**config.mk**
```make
export PLATFORM = sky130hd
export DESIGN_NAME = led_status_encoder
export DESIGN_NICKNAME = d
export VERILOG_FILES = /design/src/rtl/led_pkg.sv /design/src/rtl/led_blink_gen.sv /design/src/rtl/led_status_encoder.sv
export SDC_FILE = /design/constraint.sdc
export NUM_CORES = 1
export LEC_CHECK = 0
export BUFFER_PORTS_ARGS = -buffer_cell sky130_fd_sc_hd__buf_2
export CORE_MARGIN = 1
export CORE_UTILIZATION = 65
export DETAILED_ROUTE_END_ITERATION = 6
export PLACE_DENSITY = 0.91
export SLEW_MARGIN = 20
export SYNTH_ARGS = -nofsm -noshare
export SYNTH_HDL_FRONTEND = slang
export SYNTH_SLANG_ARGS = --single-unit
```
**constraint.sdc**
```tcl
create_clock -name clk -period 5.9 [get_ports clk]
set_clock_uncertainty 0.05 [all_clocks]
set_input_delay 0.295 -clock clk [delete_from_list [all_inputs] [get_ports clk]]
set_output_delay 0.295 -clock clk [all_outputs]
set_load 0.02 [all_outputs]
```
**src/rtl/led_pkg.sv**
```systemverilog
`default_nettype none
// +------------------------------------------------------------------------+
// | Module      : led_pkg                                                  |
// | Description : Shared definitions for the LED status encoder: LED mode  |
// |               codes consumed by the LED driver, the priority FSM state |
// |               encoding and a helper that sizes counters.               |
// | Revision    : 1.0  initial release                                     |
// +------------------------------------------------------------------------+
package led_pkg;

    // LED mode codes on the driver's i_ctrl input; 2'b11 is never produced
    localparam logic [1:0] LED_ON    = 2'b00;
    localparam logic [1:0] LED_OFF   = 2'b01;
    localparam logic [1:0] LED_BLINK = 2'b10;

    // Priority FSM state encoding
    localparam logic [1:0] S_OFF = 2'd0;
    localparam logic [1:0] S_ON  = 2'd1;
    localparam logic [1:0] S_ACT = 2'd2;
    localparam logic [1:0] S_FLT = 2'd3;

    // Bits needed to hold values 0..max_value, never less than one bit
    function automatic int cnt_width(input int max_value);
        return (max_value < 1) ? 1 : $clog2(max_value + 1);
    endfunction

endpackage
`default_nettype wire

```
**src/rtl/led_blink_gen.sv**
```systemverilog
`default_nettype none
// +------------------------------------------------------------------------+
// | Module      : led_blink_gen                                            |
// | Description : Square-wave blink generator. Counts HALF_MS milliseconds |
// |               per half-period and toggles o_phase on each wrap.        |
// |               Millisecond timing is derived from the shared prescaler  |
// |               count; a restart re-aligns the millisecond boundary to   |
// |               the restart cycle so the first half-period is full.      |
// | Ports       : clk, rst_n  clock / async active-low reset               |
// |               i_pre_cnt   shared prescaler count (0..CLK_PER_MS-1)     |
// |               i_restart   sync restart: count cleared, phase forced 0  |
// |               o_phase     blink phase, 0 = lit half                    |
// | Revision    : 1.0  initial release                                     |
// +------------------------------------------------------------------------+
module led_blink_gen
    import led_pkg::*;
#(
    parameter int PRE_W   = 16,
    parameter int HALF_MS = 500
) (
    input  logic             clk,
    input  logic             rst_n,
    input  logic [PRE_W-1:0] i_pre_cnt,
    input  logic             i_restart,
    output logic             o_phase
);

    localparam int                 c_cnt_w    = cnt_width(HALF_MS - 1);
    localparam logic [c_cnt_w-1:0] c_cnt_last = c_cnt_w'(HALF_MS - 1);

    logic [PRE_W-1:0]   r_ofs;
    logic [c_cnt_w-1:0] r_cnt;
    logic               r_phase;
    logic               w_tick;

    // The local millisecond tick fires when the shared prescaler returns
    // to the value it held on the restart cycle, i.e. exactly one full
    // millisecond after each restart and every millisecond thereafter.
    assign w_tick = (i_pre_cnt == r_ofs);

    always_ff @(posedge clk or negedge rst_n) begin
        if (!rst_n) begin
            r_ofs   <= '0;
            r_cnt   <= '0;
            r_phase <= 1'b0;
        end else if (i_restart) begin
            r_ofs   <= i_pre_cnt;
            r_cnt   <= '0;
            r_phase <= 1'b0;
        end else if (w_tick) begin
            if (r_cnt == c_cnt_last) begin
                r_cnt   <= '0;
                r_phase <= ~r_phase;
            end else begin
                r_cnt <= r_cnt + 1'b1;
            end
        end
    end

    assign o_phase = r_phase;

endmodule
`default_nettype wire

```
**src/rtl/led_status_encoder.sv**
```systemverilog
`default_nettype none
// +------------------------------------------------------------------------+
// | Module      : led_status_encoder                                       |
// | Description : Converts raw board status into the LED driver's 2-bit    |
// |               mode code and blink waveform. Contains the ms prescaler, |
// |               slow (activity) and fast (fault) blink generators, the   |
// |               activity pulse stretcher, the fault latch and a fixed-   |
// |               priority FSM (fault > activity > run > off).             |
// | Ports       : clk, rst_n       clock / async active-low reset          |
// |               i_run            level, module in run mode               |
// |               i_fault          level, fault present                    |
// |               i_fault_clr      pulse, operator fault acknowledge       |
// |               i_comm_act       pulse, one per received frame           |
// |               o_ctrl           LED mode 00 ON, 01 OFF, 10 BLINK        |
// |               o_freq           blink waveform, 0 = lit, 1 = dark       |
// |               o_fault_latched  latched fault flag                      |
// | Revision    : 1.0  initial release                                     |
// +------------------------------------------------------------------------+
module led_status_encoder
    import led_pkg::*;
#(
    parameter int CLK_PER_MS   = 50000,
    parameter int SLOW_HALF_MS = 500,
    parameter int FAST_HALF_MS = 250,
    parameter int ACT_HOLD_MS  = 200
) (
    input  logic       clk,
    input  logic       rst_n,
    input  logic       i_run,
    input  logic       i_fault,
    input  logic       i_fault_clr,
    input  logic       i_comm_act,
    output logic [1:0] o_ctrl,
    output logic       o_freq,
    output logic       o_fault_latched
);

    localparam int                 c_pre_w    = cnt_width(CLK_PER_MS - 1);
    localparam int                 c_act_w    = cnt_width(ACT_HOLD_MS);
    localparam logic [c_pre_w-1:0] c_pre_last = c_pre_w'(CLK_PER_MS - 1);
    localparam logic [c_act_w-1:0] c_act_hold = c_act_w'(ACT_HOLD_MS);

    logic [c_pre_w-1:0] r_pre_cnt;
    logic [c_act_w-1:0] r_act_cnt;
    logic               r_fault_latched;
    logic [1:0]         r_state;
    logic [1:0]         r_ctrl;
    logic               r_freq;

    logic               w_ms_tick;
    logic               w_act_active;
    logic [1:0]         w_next_state;
    logic               w_restart_slow;
    logic               w_restart_fast;
    logic               w_slow_phase;
    logic               w_fast_phase;
    logic [1:0]         w_ctrl;
    logic               w_freq;

    // Millisecond prescaler, shared by the stretcher and both generators
    assign w_ms_tick = (r_pre_cnt == c_pre_last);

    always_ff @(posedge clk or negedge rst_n) begin
        if (!rst_n)         r_pre_cnt <= '0;
        else if (w_ms_tick) r_pre_cnt <= '0;
        else                r_pre_cnt <= r_pre_cnt + 1'b1;
    end

    // Activity stretcher: a frame pulse (re)loads the hold time, which wins
    // over a coincident decrement.
    assign w_act_active = (r_act_cnt != '0);

    always_ff @(posedge clk or negedge rst_n) begin
        if (!rst_n)                          r_act_cnt <= '0;
        else if (i_comm_act)                 r_act_cnt <= c_act_hold;
        else if (w_ms_tick && w_act_active)  r_act_cnt <= r_act_cnt - 1'b1;
    end

    // Fault latch: a fault still present blocks the acknowledge
    always_ff @(posedge clk or negedge rst_n) begin
        if (!rst_n)           r_fault_latched <= 1'b0;
        else if (i_fault)     r_fault_latched <= 1'b1;
        else if (i_fault_clr) r_fault_latched <= 1'b0;
    end

    // Priority FSM
    always_ff @(posedge clk or negedge rst_n) begin
        if (!rst_n) r_state <= S_OFF;
        else        r_state <= w_next_state;
    end

    always_comb begin
        w_next_state = S_OFF;
        if (r_fault_latched)   w_next_state = S_FLT;
        else if (w_act_active) w_next_state = S_ACT;
        else if (i_run)        w_next_state = S_ON;
    end

    // Each generator restarts only when its own blink state is entered
    assign w_restart_slow = (w_next_state == S_ACT) && (r_state != S_ACT);
    assign w_restart_fast = (w_next_state == S_FLT) && (r_state != S_FLT);

    led_blink_gen #(
        .PRE_W   (c_pre_w),
        .HALF_MS (SLOW_HALF_MS)
    ) u_slow_gen (
        .clk       (clk),
        .rst_n     (rst_n),
        .i_pre_cnt (r_pre_cnt),
        .i_restart (w_restart_slow),
        .o_phase   (w_slow_phase)
    );

    led_blink_gen #(
        .PRE_W   (c_pre_w),
        .HALF_MS (FAST_HALF_MS)
    ) u_fast_gen (
        .clk       (clk),
        .rst_n     (rst_n),
        .i_pre_cnt (r_pre_cnt),
        .i_restart (w_restart_fast),
        .o_phase   (w_fast_phase)
    );

    // Output decode from the current state, registered
    always_comb begin
        w_ctrl = LED_OFF;
        w_freq = 1'b1;
        case (r_state)
            S_OFF: w_ctrl = LED_OFF;
            S_ON:  w_ctrl = LED_ON;
            S_ACT: begin
                w_ctrl = LED_BLINK;
                w_freq = w_slow_phase;
            end
            S_FLT: begin
                w_ctrl = LED_BLINK;
                w_freq = w_fast_phase;
            end
            default: begin
                w_ctrl = LED_OFF;
                w_freq = 1'b1;
            end
        endcase
    end

    always_ff @(posedge clk or negedge rst_n) begin
        if (!rst_n) begin
            r_ctrl <= LED_OFF;
            r_freq <= 1'b1;
        end else begin
            r_ctrl <= w_ctrl;
            r_freq <= w_freq;
        end
    end

    assign o_ctrl          = r_ctrl;
    assign o_freq          = r_freq;
    assign o_fault_latched = r_fault_latched;

endmodule
`default_nettype wire

```
==> key figures, run 1 <==
Place
  • PortBufs: 9
  • Final Wtd Congestion: 0.882
  • Placement Cell Area: 4050 µm²
  • Detailed Place HPWL: 5270 µm

Die
  • Placement Rows: 28
  • Die width: 81.0 µm
  • Initial Utilization: 0.678
  • Die area: 6570 µm²
  • Die Ht: 81.0 µm
  • Core area: 5990 µm²
  • I/O pins: 10

Worst setup path
  • Slowest cell on the critical path: or4_1
  • WP buf/inv: 0
  • Critical path class: flip-flop to flip-flop
  • Worst stage delay on the critical path: 0.68 ns
  • CP Data Required Time: 6.12 ns
  • Cell-by-cell trace of the critical path: xor2_1 -> nor4_1 -> nand4_1 -> or4_1 -> a21oi_1
  • Family with the most delay on the worst path: simple AND/OR/NAND/NOR gates
  • Startpoint type of the worst setup path: flip-flop
  • Critical path peak fanout: 16
  • CP Capture Type: flip-flop
  • Arr. time, crit path: 2.83 ns

Outcome
  • Status: finished clean

Logic synthesis
  • Yosys reg bits: 81
  • Post-Synthesis Cells: 432
  • Sequential fraction of the synthesis area: 0.500
  • Most used DFF post-synth: dfrtp_1
  • Asr flop ratio synth: 1.00
  • Post-synth EDFFs: 0
  • Post-synthesis average cell area: 9.40 µm²
  • Synth Warn #: 0
  • Syn_nets: 443
  • Library cells used by synthesis: 51
  • Mapped cell area: 4060 µm²

Cells and area
  • Commonest non-fill, non-tap cell in the layout: nand2_1
  • Most frequent cells in the layout: nand2_1 (115), dfrtp_1 (79), xor2_1 (46)
  • Final-layout fill cell count: 417
  • Layout cells sized above 1: 0.0839
  • Area occupied by multi-input gates: 1840 µm²
  • Final instance area: 4240 µm²
  • Diode count: 0
  • # nets final: 435
  • Layout area overhead: 4.37%
  • Register area: 2030 µm²

Route
  • First drt pass iteration count: 4
  • DRT iter0 DRCs: 289
  • Routed Antenna Nets: 0
  • Routed vias: 3,001
  • Via density per instance: 5.95
  • WL/cell: 15.9 µm
  • Final WL: 7990 µm
  • DR DRC count: 0

Clock network
  • TritonCTS Buffers: 9
  • CTS Buffer Depth: 2
  • Hold buffer count at cts: 0
  • Sink Count: 81
  • CTS tree: done
  • Clock-pin slew on the worst setup and hold paths: 0.09 ns
  • H-tree Lvls: 3
  • Post-cts gate resize count: 0
  • Post-CTS setup buffer count: 0
  • Clk_lat worst skew: 0.36 ns
  • Root Buffer: clkbuf_8

GRT
  • Total congestion overflow: 0
  • First-pass GRT wire length: 13,200 µm
  • GRT Total Usage: 0.273
  • Number of global-route vias before repair: 2,812
  • Pin count of the biggest net entering global routing: 82
  • Initial antenna violation count: 0

Flow run
  • Max_cap viols: 0

STA
  • Final Hold Viols: 0
  • Slew @ Worst Pin: 0.978 ns
  • Final Max Tran Viols: 0
  • FMAX: 384 MHz
  • Period Utilization, post-route: 0.441
  • Setup TNS Final: 0 ns
  • Final setup vio count: 0
  • RSZ-0062 raised after global routing: false
  • Max-slew headroom: 0.348
  • Hold slack: 0.0771 ns
  • Final min period: 2.60 ns

Power and ir drop
  • P per Cell Area: 241 nW/µm²
  • Leak Pwr: 2.11 nW
  • Maximum vdd ir drop: 166 µV

Worst hold path
  • Worst min-delay path class: input port to flip-flop
## path summary, 6_finish.rpt
path,start,depth (start not counted),slack (ns),to
setup / recovery,r_pre_cnt[15],5,3.30,u_slow_gen.r_cnt[7]
hold / removal,i_fault,2,0.08,o_fault_latched
setup reg to reg,r_pre_cnt[15],5,3.30,u_slow_gen.r_cnt[7]
hold reg to reg,r_state[1],0,0.44,o_ctrl[1]
max in group asynchronous,rst_n,2,4.83,r_pre_cnt[5]
min in group asynchronous,rst_n,2,0.49,u_fast_gen.r_cnt[7]
## cell usage after synthesis, drive strengths merged, types with 5 or more instances
cell type	instances	area share
ha	5	0.015
buf	15	0.026
xor2	46	0.099
nand2	115	0.11
inv	8	0.0074
nor4	10	0.019
or4	5	0.0092
clkbuf	15	0.014
nand3	20	0.026
nand4	8	0.012
xnor2	6	0.013
o41ai	5	0.013
o21ai	8	0.0099
a21oi	9	0.011
a21o	5	0.0092
or3	5	0.0077
dfrtp	79	0.49
or2	5	0.0077
nor2	20	0.018
## cells by family (layout without fill, tap and decap cells)
family,after synthesis,after routing,share of synthesized area
AND/OR/NAND/NOR,207,207,0.239
flip-flops,81,81,0.500
XOR/XNOR,52,52,0.112
AO/OA/AOI/OAI,48,48,0.0838
buffers and inverters,38,35,0.0477
adder cells (fa/ha/maj),5,5,0.0154
multiplexers,1,1,0.00246
## state kept, by name, indices dropped and copies added, names as in the netlist
| register | count |
|---|---|
| o_ctrl | 2 |
| r_pre_cnt | 16 |
| o_freq | 1 |
| o_fault_latched | 1 |
| u_slow_gen.o_phase | 1 |
| u_fast_gen.o_phase | 1 |
| r_state | 2 |
| u_fast_gen.r_cnt | 8 |
| u_slow_gen.r_cnt | 9 |
| u_fast_gen.r_ofs | 16 |
| r_act_cnt | 8 |
| u_slow_gen.r_ofs | 16 |
## per-layer routing
layer  GRT usage  part of all wire
met5           0                 0
met4      0.0821            0.0093
met3      0.0607             0.055
met2       0.441              0.50
met1       0.369              0.44
## layout make-up
class                           count  share of cell area
Multi-Input combinational cell    313               0.434
Tap cell                           75              0.0221
Timing Repair Buffer               11              0.0162
Clock buffer                        9              0.0292
Clock inverter                      7              0.0130
Sequential cell                    81               0.479
Inverter                            8             0.00708
## worst register-to-register path: cells and delay by family (launching register included)
kind	cells	cell delay [ns]
and+or+nand+nor	3	1.65
xor gates and xnor gates	1	0.20
DFF	1	0.48
AOI/OAI and AO/OA	1	0.15
## where the power goes
part / switching, mW / leakage, nW / total [mW] / internal [mW]
logic: 0.0467 / 0.961 / 0.0678 / 0.0212
clock network: 0.213 / 0.0915 / 0.370 / 0.157
registers: 0.0141 / 1.06 / 0.586 / 0.572
total: 0.274 / 2.11 / 1.02 / 0.750
## metrics by stage
stage / total power [mW] / utilization / setup slack (ns) / std cells
2_1_floorplan: 0.634 / - / 4.01 / 432
3_3_place_gp: 0.661 / 0.675 / 3.49 / 487
3_5_place_dp: 0.664 / 0.675 / 3.38 / 487
4_1_cts: 1.03 / 0.705 / 3.36 / 503
5_1_grt: 1.07 / 0.708 / 3.13 / 504
6_report: 1.02 / 0.708 / 3.30 / 504
Power figures use the tool's default switching activity.
==> run 2, diff against run 1 <==
- ABC_AREA: unset -> 1
- CORE_UTILIZATION: 65 -> 63
- PLACE_DENSITY: 0.91 -> 0.89
- clock period: 5.9 -> 2.7 ns (I/O delays scaled with it)
==> key figures, run 2 <==
Clock network
  • CTS Buffer Depth: 2
  • H-tree Lvls: 3
  • Sink Count: 81
  • Post-CTS setup buffer count: 0
  • Clock-pin slew on the worst setup and hold paths: 0.10 ns
  • Clk_lat worst skew: 0.37 ns
  • TritonCTS Buffers: 9
  • CTS tree: done
  • Post-cts gate resize count: 0
  • Root Buffer: clkbuf_8

Logic synthesis
  • Top cells by area, synth: dfrtp_1 (44%), nand2_1 (20%), inv_1 (7.4%)
  • Post-Synthesis Cells: 634
  • Asr flop ratio synth: 1.00
  • Mapped cell area: 4490 µm²
  • Library cells used by synthesis: 32
  • Post-synth EDFFs: 0
  • Sequential fraction of the synthesis area: 0.452
  • Syn_nets: 645
  • Top post-synthesis cells by count: nand2_1 (235), inv_1 (88), dfrtp_1 (79)
  • Post-synthesis average cell area: 7.08 µm²
  • Top cell type's share of synthesized area: 0.441
  • Most used DFF post-synth: dfrtp_1
  • Synth Warn #: 0
  • Synth area leader: dfrtp_1
  • Yosys reg bits: 81
  • Most common cell in the netlist: nand2_1

STA
  • Setup TNS Final: 0 ns
  • Slew @ Worst Pin: 0.722 ns
  • Fin worst setup slack: 0.788 ns
  • Final min period: 1.91 ns
  • Max-slew headroom: 0.518
  • Final Hold Viols: 0
  • Period Utilization, post-route: 0.708
  • Final Max Tran Viols: 0
  • RSZ-0062 raised after global routing: false
  • FMAX: 523 MHz
  • Final setup vio count: 0

Worst setup path
  • CP Capture Type: flip-flop
  • CP Data Required Time: 2.88 ns
  • Critical path peak fanout: 32
  • Reg2Reg Setup Slack: 0.79 ns
  • Critical path class: flip-flop to flip-flop
  • Arr. time, crit path: 2.10 ns
  • Crit Reg-Reg Startpoint: r_act_cnt[0]
  • Startpoint type of the worst setup path: flip-flop
  • RR Endpoint: u_slow_gen.r_ofs[1]
  • Path depth of the worst reg2reg path: 8

Worst hold path
  • Worst Hold End: r_act_cnt[7]
  • WHS Path Cells: 3
  • HP Start: i_comm_act
  • Worst min-delay path class: input port to flip-flop

GRT
  • Met1 GRT Util: 0.372
  • M2 GR Usage: 0.461
  • Met3 GRT Util: 0.0343
  • Pin count of the biggest net entering global routing: 82
  • Initial antenna violation count: 0
  • Number of global-route vias before repair: 3,608
  • First-pass GRT wire length: 16,000 µm
  • Total congestion overflow: 0
  • Busiest grt layer: met2
  • GRT Total Usage: 0.276

Cells and area
  • Final instance area: 4860 µm²
  • # nets final: 660
  • Most frequent cells in the layout: nand2_1 (235), inv_1 (88), dfrtp_1 (79)
  • Top flop regs: r_pre_cnt: 16 flops, u_fast_gen.r_ofs: 16 flops, u_slow_gen.r_ofs: 16 flops
  • Layout area overhead: 8.40%
  • Diode count: 0
  • Commonest non-fill, non-tap cell in the layout: nand2_1
  • Layout cells sized above 1: 0.0795

Flow run
  • Max_cap viols: 0

Route
  • Final WL: 9310 µm
  • First drt pass iteration count: 6
  • DR DRC count: 0
  • WL/cell: 12.4 µm
  • Via density per instance: 5.21
  • Routed Antenna Nets: 0
  • DRT iter0 DRCs: 308
  • Routed vias: 3,905

Place
  • Placement Cell Area: 4610 µm²
  • Place WS: 0.808 ns
  • Final Wtd Congestion: 1.00
  • Detailed Place HPWL: 6550 µm
  • PortBufs: 9

Power and ir drop
  • Maximum vdd ir drop: 374 µV
  • Leak Pwr: 2.49 nW
  • P per Cell Area: 506 nW/µm²

Die
  • Placement Rows: 30
  • Die Ht: 86.4 µm
  • I/O pins: 10
  • Core area: 6830 µm²
  • Die area: 7460 µm²
  • Initial Utilization: 0.657
  • Die width: 86.4 µm

Outcome
  • Status: finished clean
[run 2: layout make-up]
class | instances | area, µm²
clock buffers | 9 | 124
clock inverters | 7 | 86.3
flip-flops and latches | 81 | 2030
multi-input cells | 444 | 2030
fillers | 549 | 1970
inverters | 98 | 368
repair buffers | 15 | 106
well taps | 96 | 120
[run 2: cell families (layout without fill, tap and decap cells)]
group                    count (synthesis)  after routing  synth area share
adder cells (fa/ha/maj)                  5              5            0.0139
AND/OR/NAND/NOR                        362            362             0.336
flip-flops                              81             81             0.452
XOR/XNOR                                18             18            0.0351
AO/OA/AOI/OAI                           59             59            0.0672
buffers and inverters                  109            129            0.0954
[run 2: per-layer routing]
metal	share of wire	vias to the layer above	wire length, µm
met1	0.45	1782	4210
met3	0.047	16	440
met4	0.016	0	149
li1	-	1982	-
met2	0.48	125	4510
met5	0	-	0
[run 2: worst max path at each step]
stage,start,endpoint,slack [ns]
6_report,r_act_cnt[0],u_slow_gen.r_ofs[1],0.79
5_1_grt,r_act_cnt[0],u_slow_gen.r_ofs[1],0.59
4_1_cts,r_act_cnt[0],u_slow_gen.r_ofs[1],0.79
3_5_place_dp,r_act_cnt[0],u_slow_gen.r_ofs[7],0.81
3_3_place_gp,r_pre_cnt[0],r_pre_cnt[15],0.92
2_1_floorplan,r_act_cnt[0],u_slow_gen.r_ofs[5],1.18
[run 2: power by group]
group	switching (mW)	internal, mW
sequential	0.0361	1.26
clock	0.505	0.448
combinational	0.141	0.0677
total	0.682	1.78
[run 2: critical path: stages, from the launching register on]
cell and delay [ns]:
dfrtp_1 0.37, inv_1 0.11, ha_1 0.22, nand2_1 0.07, nor2_1 0.14, nand2_1 0.16, nand3_2 0.20, buf_4 0.33
o21ai_0 0.13
[run 2: repair_timing]
| action | in CTS | in global routing |
|---|---|---|
| hold endpoints to repair | 81 | 0 |
| setup endpoints to repair | 0 | 0 |
| hold buffers | 4 | 0 |
[run 2: per-stage QoR]
| step | total power [mW] | hold slack, ns | std cells | util |
|---|---|---|---|---|
| after CTS | 2.47 | 0.000974 | 750 | 0.711 |
| after floorplan | 1.46 | -0.211 | 634 | - |
| after detailed placement | 1.52 | 0.282 | 730 | 0.675 |
| after global routing | 2.56 | 0.0246 | 750 | 0.712 |
| final | 2.46 | 0.00950 | 750 | 0.712 |
| after global placement | 1.51 | 0.270 | 730 | 0.675 |
==> run 3, diff against run 2 <==
- clock period: 2.7 -> 1.99 ns (I/O delays scaled with it)
==> key figures, run 3 (synthesis results as in run 2) <==
Outcome
  • Status: finished clean

STA
  • Final Hold Viols: 0
  • Period Utilization, post-route: 0.928
  • Setup TNS Final: 0 ns
  • Fin worst setup slack: 0.144 ns
  • Max-slew headroom: 0.665
  • Final setup vio count: 0
  • FMAX: 542 MHz
  • Final min period: 1.85 ns
  • Slew @ Worst Pin: 0.503 ns
  • RSZ-0062 raised after global routing: false
  • Hold slack: 0.208 ns
  • Final Max Tran Viols: 0

Die
  • Core area: 6830 µm²
  • I/O pins: 10
  • Die Ht: 86.4 µm
  • Initial Utilization: 0.657
  • Placement Rows: 30
  • Die area: 7460 µm²
  • Die width: 86.4 µm

GRT
  • Pin count of the biggest net entering global routing: 46
  • GRT Total Usage: 0.294
  • Initial antenna violation count: 0
  • Number of global-route vias before repair: 3,825
  • Total congestion overflow: 0
  • First-pass GRT wire length: 17,000 µm

Worst setup path
  • Critical path peak fanout: 10
  • Arr. time, crit path: 2.11 ns
  • Path depth of the worst reg2reg path: 10
  • Startpoint type of the worst setup path: flip-flop
  • Cell-by-cell trace of the critical path: inv_1 -> ha_1 -> nand2_1 -> nor2_1 -> nand2_2 -> nand3_4 -> o21ai_0 -> nor2_1 -> nand2_1 -> nand2_1
  • RR Endpoint: u_slow_gen.r_cnt[0]
  • Reg2Reg Setup Slack: 0.14 ns
  • Critical path class: flip-flop to flip-flop
  • CP Capture Type: flip-flop
  • Slowest cell on the critical path: dfrtp_1
  • CP Data Required Time: 2.25 ns
  • Worst stage delay on the critical path: 0.37 ns
  • Cell repeated most along the worst path: nand2_1
  • Crit Reg-Reg Startpoint: r_act_cnt[0]

Power and ir drop
  • Net switching power: 0.894 mW
  • Total Power: 3.45 mW
  • Maximum vdd ir drop: 443 µV
  • Comb power frac: 0.088
  • P per Cell Area: 698 nW/µm²
  • Internal: 2.55 mW
  • Leak Pwr: 2.51 nW
  • Switching power share of the total: 0.260
  • Clk pwr share: 0.400
  • Reg power frac: 0.512

Cells and area
  • Core Util, Final: 0.722
  • # nets final: 663
  • Diode count: 0
  • Layout cells sized above 1: 0.0883
  • Most frequent cells in the layout: nand2_1 (234), inv_1 (87), dfrtp_1 (78)
  • Commonest non-fill, non-tap cell in the layout: nand2_1
  • Top flop regs: r_pre_cnt: 16 flops, u_fast_gen.r_ofs: 16 flops, u_slow_gen.r_ofs: 16 flops
  • Layout area overhead: 10.0%

Route
  • Via density per instance: 5.30
  • First drt pass iteration count: 5
  • WL/cell: 13.1 µm
  • DR DRC count: 0
  • DRT iter0 DRCs: 322
  • Routed Antenna Nets: 0
  • Final WL: 9860 µm
  • Routed vias: 3,994

Clock network
  • Clk_lat worst skew: 0.36 ns
  • Root Buffer: clkbuf_8
  • Sink Count: 81
  • Post-CTS setup buffer count: 0
  • TritonCTS Buffers: 9
  • CTS Buffer Depth: 2
  • Clock-pin slew on the worst setup and hold paths: 0.09 ns
  • H-tree Lvls: 3
  • CTS tree: done

Place
  • PortBufs: 9
  • Final Wtd Congestion: 0.898
  • Place WS: 0.0977 ns
  • Detailed Place HPWL: 6900 µm

Flow run
  • Max_cap viols: 0

Worst hold path
  • Worst min-delay path class: input port to asynchronous set/reset pin
## run 3: what timing repair did
item                                    CTS  global route
hold buffers                              5             0
gates resized for setup                   0             6
endpoints found under the setup margin    0            36
endpoints found under the hold margin    41             0
## run 3: worst max-delay path, delay by kind of cell (launching register included)
family | cells | cell delay (ns)
AND/OR/NAND/NOR | 7 | 0.88
flip-flops | 1 | 0.37
buffers and inverters | 1 | 0.11
AO/OA/AOI/OAI | 1 | 0.17
adder cells (fa/ha/maj) | 1 | 0.23
## run 3: routing by layer
metal  track usage  vias to the layer above  share of wire
li1              -                     1991              -
met1         0.368                     1867           0.43
met2         0.506                      115           0.50
met3        0.0571                       21          0.043
met4         0.111                        0          0.021
met5             0                        -              0
## run 3: worst max path at each step
stage,from,endpoint,slack [ns],depth (start not counted)
floorplan,r_act_cnt[0],u_slow_gen.r_ofs[5],0.47,10
global placement,r_pre_cnt[0],r_pre_cnt[15],0.07,7
detailed placement,r_pre_cnt[0],r_pre_cnt[15],0.1,7
CTS,r_act_cnt[0],u_slow_gen.r_ofs[8],0.07,9
global route,r_act_cnt[0],u_slow_gen.r_cnt[0],0.01,10
finish,r_act_cnt[0],u_slow_gen.r_cnt[0],0.14,10
## run 3: power groups by stage
stage | sequential, mW | clock [mW] | combinational (mW)
CTS | 1.76 | 1.40 | 0.301
detailed placement | 1.79 | 0 | 0.289
global placement | 1.79 | 0 | 0.274
global route | 1.77 | 1.48 | 0.352
finish | 1.76 | 1.38 | 0.303
floorplan | 1.79 | 0 | 0.188
## run 3: cell type report
class	count	area [µm²]
clock inverters	6	91.3
repair buffers	18	144
clock buffers	10	138
fillers	555	1900
inverters	98	368
multi-input cells	444	2040
well taps	96	120
flip-flops and latches	81	2030
## run 3: metrics by stage
stage	instances	instance area, µm²
global route	753	4930
floorplan	634	4490
detailed placement	732	4640
global placement	732	4640
CTS	753	4910
finish	753	4930
